File: config.mk
export PLATFORM = sky130hd
export DESIGN_NAME = fib_engine
export DESIGN_NICKNAME = d
export VERILOG_FILES = /design/src/rtl/fib_engine.sv
export SDC_FILE = /design/constraint.sdc
export NUM_CORES = 1
export LEC_CHECK = 0
export ABC_AREA = 1
export BUFFER_PORTS_ARGS = -buffer_cell sky130_fd_sc_hd__buf_2
export CORE_UTILIZATION = 55
export CTS_CLUSTER_DIAMETER = 50
export DETAILED_ROUTE_END_ITERATION = 10
export PLACE_DENSITY_LB_ADDON = 0.08
export RECOVER_POWER = 25
export SLEW_MARGIN = 15
export SYNTH_ARGS = -nofsm -noshare
export SYNTH_HDL_FRONTEND = slang
export SYNTH_SLANG_ARGS = --single-unit
File: constraint.sdc
create_clock -name clk -period 2.5 [get_ports clk]
set_input_delay 0.125 -clock clk [delete_from_list [all_inputs] [get_ports clk]]
set_output_delay 0.125 -clock clk [all_outputs]
set_load 0.01 [all_outputs]
File: src/rtl/fib_engine.sv
// Fibonacci engine: requests queue in a DEPTH-entry FIFO; fib(n) is computed one add per cycle, result after n+2 cycles when idle.
// A stalled result holds the engine in DONE; the FIFO keeps accepting until full, then param ack drops.
module fib_engine #(
  parameter int WIDTH    = 32,
  parameter int DEPTH    = 4,
  parameter int SATURATE = 1
) (
  input  logic                             clk,
  input  logic                             rst,
  input  logic [WIDTH-1:0]                 channel_param_data,
  input  logic                             channel_param_en,
  output logic                             channel_param_ack,
  output logic [WIDTH-1:0]                 channel_result_data,
  output logic                             channel_result_overflow,
  output logic                             channel_result_en,
  input  logic                             channel_result_ack,
  output logic [$clog2(DEPTH+1)-1:0]       status_pending
);

  localparam int PW     = $clog2(DEPTH);
  localparam int CW     = $clog2(DEPTH+1);
  localparam bit SAT_EN = (SATURATE != 0);

  typedef enum logic [1:0] {IDLE, CALC, DONE} state_t;

  state_t           state_q;
  logic [WIDTH-1:0] fifo_mem [DEPTH];
  logic [PW-1:0]    wr_ptr_q, rd_ptr_q;
  logic [CW-1:0]    count_q;
  logic [WIDTH-1:0] a_q, b_q, cnt_q, data_q;
  logic             a_ovf_q, b_ovf_q, ovf_q, res_en_q;
  logic             push, pop;
  logic [WIDTH:0]   sum_d;

  assign channel_param_ack       = !rst && (count_q != CW'(DEPTH));
  assign push                    = channel_param_en && channel_param_ack;
  assign pop                     = (state_q == IDLE) && (count_q != '0);
  assign sum_d                   = {1'b0, a_q} + {1'b0, b_q};
  assign channel_result_data     = data_q;
  assign channel_result_overflow = ovf_q;
  assign channel_result_en       = res_en_q;
  assign status_pending          = count_q;

  always_ff @(posedge clk) begin
    if (push) fifo_mem[wr_ptr_q] <= channel_param_data;
  end

  always_ff @(posedge clk) begin
    if (rst) begin
      wr_ptr_q <= '0;
      rd_ptr_q <= '0;
      count_q  <= '0;
    end else begin
      if (push) wr_ptr_q <= wr_ptr_q + PW'(1);
      if (pop)  rd_ptr_q <= rd_ptr_q + PW'(1);
      case ({push, pop})
        2'b10:   count_q <= count_q + CW'(1);
        2'b01:   count_q <= count_q - CW'(1);
        default: count_q <= count_q;
      endcase
    end
  end

  // a_ovf trails b_ovf by one step, so it marks the point where fib(j) itself no longer fits.
  always_ff @(posedge clk) begin
    if (rst) begin
      state_q  <= IDLE;
      a_q      <= '0;
      b_q      <= '0;
      cnt_q    <= '0;
      a_ovf_q  <= 1'b0;
      b_ovf_q  <= 1'b0;
      data_q   <= '0;
      ovf_q    <= 1'b0;
      res_en_q <= 1'b0;
    end else begin
      case (state_q)
        IDLE: begin
          if (pop) begin
            a_q     <= '0;
            b_q     <= WIDTH'(1);
            cnt_q   <= fifo_mem[rd_ptr_q];
            a_ovf_q <= 1'b0;
            b_ovf_q <= 1'b0;
            state_q <= CALC;
          end
        end
        CALC: begin
          if (cnt_q == '0 || (SAT_EN && a_ovf_q)) begin
            data_q   <= (SAT_EN && a_ovf_q) ? '1 : a_q;
            ovf_q    <= a_ovf_q;
            res_en_q <= 1'b1;
            state_q  <= DONE;
          end else begin
            a_q     <= b_q;
            b_q     <= sum_d[WIDTH-1:0];
            b_ovf_q <= b_ovf_q | sum_d[WIDTH];
            a_ovf_q <= b_ovf_q;
            cnt_q   <= cnt_q - WIDTH'(1);
          end
        end
        DONE: begin
          if (channel_result_ack) begin
            res_en_q <= 1'b0;
            state_q  <= IDLE;
          end
        end
        default: state_q <= IDLE;
      endcase
    end
  end

endmodule

==> metrics.yaml <==
power_and_ir_drop:
  leakage_nw: 6.56
  p_switching_mw: 5.38
  switching_share: 0.369
  power_frac_comb: 0.320
  seq_power_share: 0.365
  powerDensity_mw_per_mm2: 939
  ir_worst_vdd_mv: 0.744
  clkPwrFrac: 0.314
  internal-power_mw: 9.21
timing:
  maxSlewHeadroom: 0.353
  max_freq_mhz: 431
  hold_viol: 0
  setup_violations: 0
  worst_clock_skew_ps: 15.3
  timing.hold.ws_ps: 96.7
  period_share: 0.928
  worstMarginPinSlew_ps: 970
  drv_slew: 0
  fin_crit_ps: 2320
  fin_ws_ps: 179
min_path:
  worstHoldStart: "channel_param_en"
  min_to: "wr_ptr_q[0]"
  hp-class: "in2reg"
  whs_path_depth: 3
setup_path:
  r2r-end: "a_q[4]"
  crit_type: "reg2reg"
  critPathCaptureType: "flip-flop"
  critPathRequiredTime_ps: 3000
  crit_fanout: 23
  r2r_start: "cnt_q[0]"
  cp.arrival_ps: 2820
  critPathLaunchType: "flip-flop"
  rrSetupSlack_ps: 180
  worst-r2r-cell-count: 13
yosys:
  ys_async_sr_fraction: 0
  synth.avg_cell_area_um2: 7.77
  ys_dominant_reg_cell: "dfxtp_1"
  ys_seq_area_frac: 0.498
  syn-cell-area_mm2: 0.0135
  synth_edf_count: 128
  ys_warn_count: 0
  synth.net_count: 1812
  synth.ff_latch_count: 271
  postSynthCellCount: 1735
  ys_types: 42
cells_and_area:
  drive_above_1_share: 0.0781
  final_core_util: 0.654
  nNetsFinal: 1911
  final_cells: 2176
  syn_to_final_growth_pct: 15.3
  antenna_cells: 0
floorplanning:
  io_pins: 74
  initial_core_util: 0.567
  chipWidth_um: 159
  core_area_mm2: 0.0238
  rows: 56
  die_y_um: 159
  fp.dieArea_mm2: 0.0251
global_route:
  grt_usage: 0.265
  grt_max_degree: 66
  grt_remaining_overflow: 0
  grt_pass1_vias: 10800
  grt_pass1_wl_um: 52600
  grt_antenna_before_repair: 0
route:
  routed-via-count: 11400
  firstDrtPassIters: 5
  routed_wl_um: 32600
  wl_per_cell_um: 15.0
  final_antenna_net_count: 0
  drc: 0
  viasPerCell: 5.24
  drt-initial-drc-count: 749
place:
  dp.final_hpwl_um: 21200
  gp_congestion: 0.943
  numPortBuffers: 73
  dp.cells: 2085
  place_ws_ps: 118
cts:
  post-cts-setup-buffer-count: 0
  clkLatencyLatePin_ps: 580
  cts_tree: "yes"
  root_buffer: "clkbuf_16"
  cts_resized: 0
  numClockSinks: 271
  clk_pin_slew_ps: 60
  cts_buffer_depth: 3
  cts.htree.levels: 1
  numCtsBuffers: 31
run:
  max_cap_violations: 0
status:
  outcome: "complete, no violations"
## state kept, by name, summed over array words and instances, names as in the netlist, 2 cells and up, named ones only
register	count
channel_result_data	32
state_q	2
a_q	32
b_q	32
wr_ptr_q	2
fifo_mem	128
status_pending	3
cnt_q	32
rd_ptr_q	2
## power by group through the flow
stage	clock network [mW]	registers [mW]	logic, mW
floorplan	0	5.37	3.40
global placement	0	5.40	4.56
detailed placement	0	5.42	4.60
CTS	4.65	5.33	4.67
global route	4.83	5.38	5.24
finish	4.59	5.33	4.67
## Yosys cell counts, types with 7 or more instances
| cell | number | area (µm²) |
|---|---|---|
| nor2_1 | 257 | 965 |
| inv_1 | 181 | 679 |
| nand2_1 | 474 | 1780 |
| xnor2_1 | 10 | 87.6 |
| xor2_1 | 11 | 96.3 |
| a211oi_1 | 16 | 120 |
| edfxtp_1 | 128 | 3840 |
| dfxtp_1 | 143 | 2860 |
| nor3_1 | 8 | 40.0 |
| clkbuf_1 | 52 | 195 |
| o21ai_0 | 132 | 661 |
| ha_1 | 39 | 488 |
| a21oi_1 | 130 | 651 |
| nand3_1 | 65 | 325 |
| buf_4 | 8 | 60.1 |
| o22ai_1 | 22 | 138 |
| nand3b_1 | 7 | 52.6 |
## through the flow
step / total power, mW / TNS, ps / instance area, µm²
CTS: 14.6 / 0 / 15600
detailed placement: 10.0 / 0 / 14200
finish: 14.6 / 0 / 15500
global route: 15.4 / -7.13 / 15500
floorplan: 8.77 / -46490 / 13500
global placement: 9.97 / 0 / 14200
## worst max-delay path by stage
stage,startpoint,to,cells past startpoint
floorplan,status_pending[1],fifo_mem[0][0],4
global placement,cnt_q[0],b_q[17],10
detailed placement,cnt_q[0],b_q[17],10
CTS,cnt_q[0],a_q[16],10
global route,cnt_q[0],a_q[5],13
finish,cnt_q[0],a_q[4],13
## metal layers
metal,share of wire,global-route usage,up-vias
met5,0,0,-
met4,0.020,0.0719,0
met3,0.044,0.0308,47
met2,0.49,0.482,265
met1,0.44,0.330,5222
li1,-,-,5868
## repair_timing
item	in CTS	in global routing
hold endpoints to repair	135	0
hold buffers	34	0
setup endpoints to repair	0	19
## final cells by class
cell class / instances / area [µm²]
clock buffer: 39 / 846
clock inverter: 17 / 196
fill: 2086 / 8210
inverter: 186 / 706
multi-input combinational: 1210 / 5760
sequential: 271 / 6710
tap: 319 / 399
timing repair buffer: 134 / 925
## worst max-delay path, cell delays in order, from the launching register on
cell	delay [ps]
dfxtp_1	310
inv_1	160
ha_1	180
nand2_1	60
nor2_1	120
nand2_1	80
o21ai_2	320
inv_2	120
nand2_4	110
nand2_4	70
inv_6	170
buf_4	290
nand2_1	90
a21oi_1	130
## cells by family after synthesis
logic type	count (synthesis)	share of synthesized area
fa+ha+maj	41	0.0392
buf+inv	255	0.0766
compound gates	321	0.130
simple gates	826	0.243
xor+xnor	21	0.0136
flops	271	0.498
## cell usage in the layout (no fill, tap or decap), types with 31 or more instances in the layout
master	n
dfxtp_1	142
buf_2	43
nand2_1	474
inv_1	181
dlygate4sd3_1	34
nand3_1	65
ha_1	39
edfxtp_1	128
a21oi_1	130
clkbuf_1	33
clkbuf_16	31
o21ai_0	132
nor2_1	252
No activity file was read; power rests on OpenSTA's default activity.
